===== config.mk =====
export PLATFORM = sky130hd
export DESIGN_NAME = instr_encoder
export DESIGN_NICKNAME = d
export VERILOG_FILES = /design/src/rtl/instr_encoder_pkg.sv /design/src/rtl/instr_encoder_pack.sv /design/src/rtl/instr_encoder.sv
export SDC_FILE = /design/constraint.sdc
export NUM_CORES = 1
export LEC_CHECK = 0
export ABC_AREA = 1
export CORE_MARGIN = 2
export CORE_UTILIZATION = 55
export CTS_BUF_LIST = sky130_fd_sc_hd__clkbuf_2 sky130_fd_sc_hd__clkbuf_4 sky130_fd_sc_hd__clkbuf_8
export CTS_CLUSTER_SIZE = 24
export DETAILED_ROUTE_END_ITERATION = 8
export DONT_BUFFER_PORTS = 1
export HOLD_SLACK_MARGIN = 0.03
export MAX_ROUTING_LAYER = met4
export PLACE_DENSITY = 0.78
export SLEW_MARGIN = 40
export SYNTH_ARGS = -nofsm -noshare
export SYNTH_HDL_FRONTEND = slang
export SYNTH_SLANG_ARGS = --single-unit

===== constraint.sdc =====
create_clock -name CLK -period 4.15 [get_ports CLK]
set_clock_uncertainty 0.1 [all_clocks]
set_input_delay 0.83 -clock CLK [delete_from_list [all_inputs] [get_ports CLK]]
set_output_delay 0.83 -clock CLK [all_outputs]
set_load 0.01 [all_outputs]

===== src/rtl/instr_encoder_pkg.sv =====
// Shared types for the instruction encoder: opcode/funct aliases, formats and FSM states.
// The HALT word is what the loader appends after the last user instruction.
package instr_encoder_pkg;

    typedef logic [5:0]  opcode_t;
    typedef logic [5:0]  funct_t;
    typedef logic [4:0]  regbits_t;
    typedef logic [31:0] word_t;

    localparam opcode_t RTYPE = 6'h00;
    localparam opcode_t HALT  = 6'h3F;

    typedef enum logic [1:0] {
        FMT_R = 2'd0,
        FMT_I = 2'd1,
        FMT_J = 2'd2
    } enc_fmt_t;

    typedef enum logic [1:0] {
        IDLE    = 2'd0,
        WRITE   = 2'd1,
        HALT_WR = 2'd2,
        DONE    = 2'd3
    } encst_t;

    localparam word_t HALT_WORD = {HALT, 26'b0};

endpackage


===== src/rtl/instr_encoder_pack.sv =====
// Combinational packer: instruction fields plus format select -> 32-bit MIPS word.
// legal drops low for the reserved format code 3.
module instr_pack
    import instr_encoder_pkg::*;
(
    input  logic [1:0]  fmt,
    input  logic [5:0]  opcode,
    input  logic [4:0]  rs,
    input  logic [4:0]  rt,
    input  logic [4:0]  rd,
    input  logic [4:0]  shamt,
    input  logic [5:0]  funct,
    input  logic [15:0] imm,
    input  logic [25:0] jaddr,
    output logic [31:0] word,
    output logic        legal
);

    always_comb begin
        word  = '0;
        legal = 1'b1;
        case (fmt)
            FMT_R:   word = {RTYPE, rs, rt, rd, shamt, funct};
            FMT_I:   word = {opcode, rs, rt, imm};
            FMT_J:   word = {opcode, jaddr};
            default: legal = 1'b0;
        endcase
    end

endmodule


===== src/rtl/instr_encoder.sv =====
// Program loader: packs handshaked instruction fields and writes them to instruction
// memory through a wait-stalled port, then appends a HALT word and stops.
module instr_encoder
    import instr_encoder_pkg::*;
#(
    parameter logic [31:0] BASE_ADDR = 32'h0000_0000,
    parameter int          MAX_WORDS = 1024
) (
    input  logic        CLK,
    input  logic        nRST,
    input  logic        req_valid,
    output logic        req_ready,
    input  logic [1:0]  req_fmt,
    input  logic [5:0]  req_opcode,
    input  logic [4:0]  req_rs,
    input  logic [4:0]  req_rt,
    input  logic [4:0]  req_rd,
    input  logic [4:0]  req_shamt,
    input  logic [5:0]  req_funct,
    input  logic [15:0] req_imm,
    input  logic [25:0] req_jaddr,
    input  logic        req_last,
    output logic        mem_wen,
    output logic [31:0] mem_addr,
    output logic [31:0] mem_store,
    input  logic        mem_wait,
    output logic        done,
    output logic        overflow,
    output logic        bad_fmt,
    output logic [10:0] word_cnt
);

    // A single-word image has no room for user words: the first one always overflows.
    localparam bit          SINGLE = (MAX_WORDS <= 1);
    localparam logic [10:0] CAP    = 11'(MAX_WORDS - 1);

    encst_t      state_q, state_d;
    logic [31:0] store_q, store_d;
    logic        last_q, last_d;
    logic [31:0] addr_q, addr_d;
    logic [10:0] cnt_q, cnt_d;
    logic        overflow_q, overflow_d;
    logic        bad_fmt_q, bad_fmt_d;

    logic [31:0] packed_word;
    logic        packed_legal;
    logic        write_done;
    logic        cap_hit;
    logic        go_halt;

    instr_pack u_pack (
        .fmt    (req_fmt),
        .opcode (req_opcode),
        .rs     (req_rs),
        .rt     (req_rt),
        .rd     (req_rd),
        .shamt  (req_shamt),
        .funct  (req_funct),
        .imm    (req_imm),
        .jaddr  (req_jaddr),
        .word   (packed_word),
        .legal  (packed_legal)
    );

    assign write_done = !mem_wait;
    assign cap_hit    = (cnt_q + 11'd1) == CAP;
    assign go_halt    = SINGLE || last_q || cap_hit;

    always_ff @(posedge CLK) begin
        if (!nRST) begin
            state_q    <= IDLE;
            store_q    <= '0;
            last_q     <= 1'b0;
            addr_q     <= BASE_ADDR;
            cnt_q      <= '0;
            overflow_q <= 1'b0;
            bad_fmt_q  <= 1'b0;
        end else begin
            state_q    <= state_d;
            store_q    <= store_d;
            last_q     <= last_d;
            addr_q     <= addr_d;
            cnt_q      <= cnt_d;
            overflow_q <= overflow_d;
            bad_fmt_q  <= bad_fmt_d;
        end
    end

    always_comb begin
        state_d = state_q;
        case (state_q)
            IDLE: begin
                if (req_valid && packed_legal) state_d = WRITE;
            end
            WRITE: begin
                if (write_done) state_d = go_halt ? HALT_WR : IDLE;
            end
            HALT_WR: begin
                if (write_done) state_d = DONE;
            end
            default: state_d = DONE;
        endcase
    end

    // Word, address and count registers follow the same handshake points as the FSM.
    always_comb begin
        store_d    = store_q;
        last_d     = last_q;
        addr_d     = addr_q;
        cnt_d      = cnt_q;
        overflow_d = overflow_q;
        bad_fmt_d  = bad_fmt_q;
        case (state_q)
            IDLE: begin
                if (req_valid) begin
                    if (packed_legal) begin
                        store_d = packed_word;
                        last_d  = req_last;
                    end else begin
                        bad_fmt_d = 1'b1;
                    end
                end
            end
            WRITE: begin
                if (write_done) begin
                    addr_d = addr_q + 32'd4;
                    cnt_d  = cnt_q + 11'd1;
                    if (SINGLE || (!last_q && cap_hit)) overflow_d = 1'b1;
                    if (go_halt) store_d = HALT_WORD;
                end
            end
            HALT_WR: begin
                if (write_done) cnt_d = cnt_q + 11'd1;
            end
            default: ;
        endcase
    end

    always_comb begin
        req_ready = (state_q == IDLE);
        mem_wen   = (state_q == WRITE) || (state_q == HALT_WR);
        done      = (state_q == DONE);
        mem_addr  = addr_q;
        mem_store = store_q;
        overflow  = overflow_q;
        bad_fmt   = bad_fmt_q;
        word_cnt  = cnt_q;
    end

endmodule


==> impl_metrics.toml, run 1 <==
[global_route]
grt_pass1_wl_um = 17300
gr-total-overflow = 0
antenna_found_initial = 0
grtUsageTotal_pct = 25.6
grt_max_degree = 53
grt_pass1_vias = 3759

[synthesis]
synth_seq_cells = 78
ys_top_cells_by_area = "dfxtp_1 36%, nand2_1 17%, nor2_1 8.3%"
synth_seq_area_share_pct = 36.4
synth_top_cell_by_area = "dfxtp_1"
syn_area_per_cell_um2 = 6.34
synth_warnings = 0
synth_cell_types = 31
yosys.area.top_type_share_pct = 36.4
synth_area_um2 = 4290
syn_inst = 677

[power]
power.leakage_uw = 0.00197
combPwrFrac_pct = 35.6
p_switching_uw = 1290
powerDensity_nw_per_um2 = 665
swShare_pct = 42.8
p_total_uw = 3020
seqPwrFrac_pct = 42.2
pwr-share-clk_pct = 22.2
peakVddDrop_mv = 0.262
p_int_uw = 1730

[critical_path]
critPathBufInv = 3
cp_data_arrival_time_ps = 2840
setup.worst_path.start_class = "flip-flop"
cp_cell_sequence = "inv_1, ha_1, inv_2, a21oi_4, buf_4, nand3_1, nand2_1, nor2_1"
cp_max_fo = 28
end_kind = "flip-flop"
worst-setup-path-type = "flip-flop to flip-flop"
slowest_stage = "a21oi_4"
crit_family = "buffers and inverters"
cp_slowest_stage_delay_ps = 690
cp.required_ps = 4290

[detailed_routing]
postRouteAntennaNets = 0
finalWirelength_um = 10800
wire_per_inst_um = 14.2
dr_total_vias = 4164
drcViolationCount = 0
drt_iter0_drc = 169
dr.pass1.iters = 4
drt-vias-per-instance = 5.44

[die]
core_um2 = 7650
io_pins = 161
die-area_um2 = 8530
fp-row-count = 32
fp.dieH_um = 92.4
start_util_pct = 56.2
die_w_um = 92.4

[placement]
hpwl_um = 8010
place_congestion = 0.922
portBuffers = 0

[min_path]
hp-class = "flip-flop to flip-flop"

[final_layout]
final_cell_mix = "198 x nand2_1, 93 x nor2_1, 78 x dfxtp_1"
drive_above_1_share_pct = 4.52
insertedDiodeCount = 0
layout_commonest_cell = "nand2_1"
area_growth_syn_to_layout_pct = 5.77
nets = 749

[clock_tree]
cts_tree = "yes"
ctsResizeCount = 0
path_clk_slew_ps = 80
clock-sinks = 78
cts_setup_buffers = 0
postCtsHoldBufs = 0
clock-root-buffer = "clkbuf_8"
cts_made_buffers = 9
clk_latency_ps = 340
cts-htree-levels = 3
clk_path_buf_depth = 2

[sta]
min_period_ps = 2710
worstMarginPinSlew_ps = 787
relSlewSlack_pct = 47.2
fmax_ghz = 0.369
setup_viol = 0
period_share_pct = 65.2
slew_viol_final = 0
final_hold_viol_count = 0
setup-tns-final_ps = 0
rsz0062_at_grt = "false"

[run_status]
status = "finished clean"

[run]
max_cap_violations = 0
-- metrics by stage --
stage | setup slack (ps) | util, % | instance area [um^2] | hold WS, ps | std cells
after floorplan | 1920 | - | 4300 | 363 | 678
after global placement | 1540 | 56.3 | 4300 | 382 | 751
after detailed placement | 1480 | 56.3 | 4310 | 395 | 751
after CTS | 1460 | 59.4 | 4540 | 408 | 766
after global routing | 1140 | 59.4 | 4540 | 437 | 766
final | 1440 | 59.4 | 4540 | 408 | 766
-- logic make-up after synthesis --
| kind of cell | count (synthesis) | share of synthesized area, % |
|---|---|---|
| simple gates | 376 | 36.2 |
| buf+inv | 104 | 9.79 |
| compound gates | 95 | 12.2 |
| flops | 78 | 36.4 |
| xor+xnor | 15 | 3.06 |
| fa+ha+maj | 8 | 2.33 |
| other cells | 1 | 0.0873 |
-- worst paths after layout --
kind / from / end / slack (ps) / cells after the start
worst min-delay path: last_q$_SDFFE_PN0P_ / last_q$_SDFFE_PN0P_ / 410 / 2
worst min register to register: last_q$_SDFFE_PN0P_ / last_q$_SDFFE_PN0P_ / 410 / 2
worst max register to register: state_q[1]$_SDFFE_PN0P_ / mem_store[12]$_SDFFE_PN0P_ / 1440 / 8
worst max-delay path: state_q[1]$_SDFFE_PN0P_ / mem_store[12]$_SDFFE_PN0P_ / 1440 / 8
-- power by group through the flow --
stage	sequential, uW	clock [uW]	combinational (uW)
2_1_floorplan	1210	0	949
6_report	1270	670	1080
3_5_place_dp	1290	0	1070
4_1_cts	1270	687	1080
5_1_grt	1300	719	1260
3_3_place_gp	1280	0	1040
-- cell usage after synthesis --
master / number
ha_1: 8
inv_1: 69
o211ai_1: 2
o21a_1: 2
buf_4: 5
clkbuf_1: 17
o21ai_0: 23
nand3b_1: 1
inv_2: 2
buf_1: 4
nor2_1: 95
xor2_1: 11
buf_2: 3
nor3b_1: 2
a22o_1: 7
a31oi_1: 2
xnor2_1: 4
nor4_1: 1
o21bai_1: 3
a21oi_1: 56
clkinv_1: 3
buf_6: 1
nand2_1: 198
conb_1: 1
dfxtp_1: 78
nand2_2: 1
nor2_2: 6
nand3_1: 56
nand4_1: 8
nand2_4: 2
nor3_1: 6
-- layout make-up --
type / instances / area (um^2)
sequential: 78 / 1560
clock inverter: 6 / 111
tap: 102 / 128
fill: 729 / 3110
timing repair buffer: 1 / 7.51
multi-input combinational: 496 / 2330
clock buffer: 9 / 124
inverter: 74 / 278
-- routing by layer --
| layer | global-route usage, % | part of all wire, % | up-vias |
|---|---|---|---|
| met5 | - | 0 | - |
| met4 | 8.46 | 1.5 | 0 |
| met3 | 7.73 | 9.0 | 16 |
| met2 | 42.5 | 47 | 156 |
| met1 | 29.7 | 43 | 1888 |
| li1 | - | - | 2104 |
-- flip-flops by register name, summed over array words and instances, names as in the netlist --
name and count:
mem_store 32, mem_addr 30, last_q 1, state_q 2
bad_fmt 1, overflow 1, word_cnt 11
-- tightest hold or removal path, delay by kind of cell, from the launching register on --
kind | cells | cell delay [ps]
flip-flops | 1 | 330
AO/OA/AOI/OAI | 2 | 140
No activity file was read; power rests on OpenSTA's default activity.
==> run 2: changes to the inputs <==
- PLACE_DENSITY: 0.78 -> 0.81
- clock period: 4.15 -> 2.2 ns (I/O delays scaled with it)
==> run 2 against run 1 <==
  * Via count rose by 5.5%
  * Critical path type unchanged
  * Wire length rose by 7.8%
  * Largest cell class unchanged
  * Total power rose by 110%
  * Register-to-register slack got worse by 1300 ps
==> impl_metrics.toml, run 2 (synthesis gave the netlist of run 1 again) <==
[clock_tree]
clk_path_buf_depth = 2
postCtsHoldBufs = 0
clock-sinks = 78
cts_tree = "yes"
clock-root-buffer = "clkbuf_8"
clk_latency_ps = 330
cts-htree-levels = 3
cts_made_buffers = 9
path_clk_slew_ps = 80

[final_layout]
final_cell_mix = "192 x nand2_1, 89 x nor2_1, 71 x dfxtp_1"
area_growth_syn_to_layout_pct = 14.7
largest_reg_flops = 32
drive_above_1_share_pct = 12.0
nets = 778
insertedDiodeCount = 0
layout_commonest_cell = "nand2_1"

[detailed_routing]
finalWirelength_um = 11700
postRouteAntennaNets = 0
wire_per_inst_um = 14.7
drt_iter0_drc = 220
dr_total_vias = 4391
dr.pass1.iters = 5
drt-vias-per-instance = 5.52
drcViolationCount = 0

[critical_path]
cp_data_arrival_time_ps = 2230
setup.worst_path.start_class = "flip-flop"
cp_max_fo = 4
cp.required_ps = 2360
r2r_slack_ps = 130
end_kind = "flip-flop"
r2r_end = "mem_addr[31]$_SDFFE_PN0P_"
worst-setup-path-type = "flip-flop to flip-flop"
worstReg2RegStart = "state_q[1]$_SDFFE_PN0P_"
reg2reg_depth = 11

[die]
fp.dieH_um = 92.4
core_um2 = 7650
die-area_um2 = 8530
io_pins = 161
start_util_pct = 56.2
die_w_um = 92.4
fp-row-count = 32

[placement]
place_congestion = 0.955
hpwl_um = 8360
portBuffers = 0
dpl_worst_slack_ps = -60.7

[run_status]
status = "finished clean"

[global_route]
gr-total-overflow = 0
antenna_found_initial = 0
grtUsageTotal_pct = 25.7
grt_max_degree = 53
grt_pass1_vias = 3731
grt_pass1_wl_um = 17300

[min_path]
hold_path_depth = 2
hold_path_end = "mem_addr[4]$_SDFFE_PN0P_"
hp-class = "primary input to flip-flop"
hold_start = "nRST"

[run]
max_cap_violations = 0

[sta]
min_period_ps = 2070
fmax_ghz = 0.483
slew_viol_final = 0
final_hold_viol_count = 0
hold_slack_ps = 119
period_share_pct = 94.1
setup_viol = 0
finalWorstSetupSlack_ps = 129

[power]
powerDensity_nw_per_um2 = 1300
peakVddDrop_mv = 0.482
power.leakage_uw = 0.00215
[run 2: worst max-delay path by stage]
stage / start / endpoint / slack (ps) / cells after the start
final: state_q[1]$_SDFFE_PN0P_ / mem_addr[31]$_SDFFE_PN0P_ / 130 / 11
after global routing: state_q[1]$_SDFFE_PN0P_ / mem_addr[31]$_SDFFE_PN0P_ / -40 / 11
after CTS: word_cnt[0]$_SDFFE_PN0P_ / mem_store[14]$_SDFFE_PN0P_ / 20 / 13
after detailed placement: word_cnt[0]$_SDFFE_PN0P_ / mem_store[10]$_SDFFE_PN0P_ / -60 / 12
after global placement: word_cnt[0]$_SDFFE_PN0P_ / mem_store[15]$_SDFFE_PN0P_ / 40 / 12
after floorplan: state_q[0]$_SDFFE_PN0P_ / mem_store[0]$_SDFFE_PN0P_ / 180 / 11
[run 2: final cells by class]
type	instances	area (um^2)
inverter	74	278
sequential	78	1570
fill	672	2720
timing repair buffer	29	280
tap	102	128
clock buffer	11	145
clock inverter	5	106
multi-input combinational	497	2420
[run 2: per-stage QoR]
step | total power (uW) | utilization (%) | cell area, um^2 | setup TNS (ps) | instances
after CTS | 6170 | 62.2 | 4760 | 0 | 786
after floorplan | 4070 | - | 4300 | 0 | 678
after global placement | 4690 | 58.8 | 4490 | 0 | 770
after global routing | 6840 | 64.4 | 4920 | -37.0 | 796
after detailed placement | 4810 | 58.8 | 4490 | -274 | 770
final | 6380 | 64.4 | 4920 | 0 | 796
[run 2: worst max-delay path, cell delays in order (launching register included)]
cell	delay (ps)
dfxtp_1	350
inv_2	80
ha_2	190
nand2_2	90
inv_2	70
nand2_1	80
nor2_4	150
nand4_1	170
nor2_2	220
nand2_1	130
o21ai_0	190
nor3b_1	190
[run 2: timing repair]
| action | in CTS | in global routing |
|---|---|---|
| buffers inserted | 0 | 9 |
| gates resized for setup | 3 | 28 |
| cloned | 0 | 1 |
| endpoints found under the setup margin | 14 | 45 |
| pin swaps | 0 | 5 |
[run 2: per-layer routing]
metal / up-vias / track usage (%) / share of wire [%]
li1: 2159 / - / -
met1: 2005 / 29.5 / 40
met2: 212 / 43.7 / 49
met3: 15 / 7.57 / 9.5
met4: 0 / 7.59 / 1.4
met5: - / - / 0
[run 2: power breakdown]
group | internal (uW) | leakage, uW | total (uW) | switching (uW)
combinational | 1110 | 0.00139 | 2690 | 1580
clock | 800 | 0.000123 | 1320 | 517
sequential | 1840 | 0.000640 | 2380 | 540
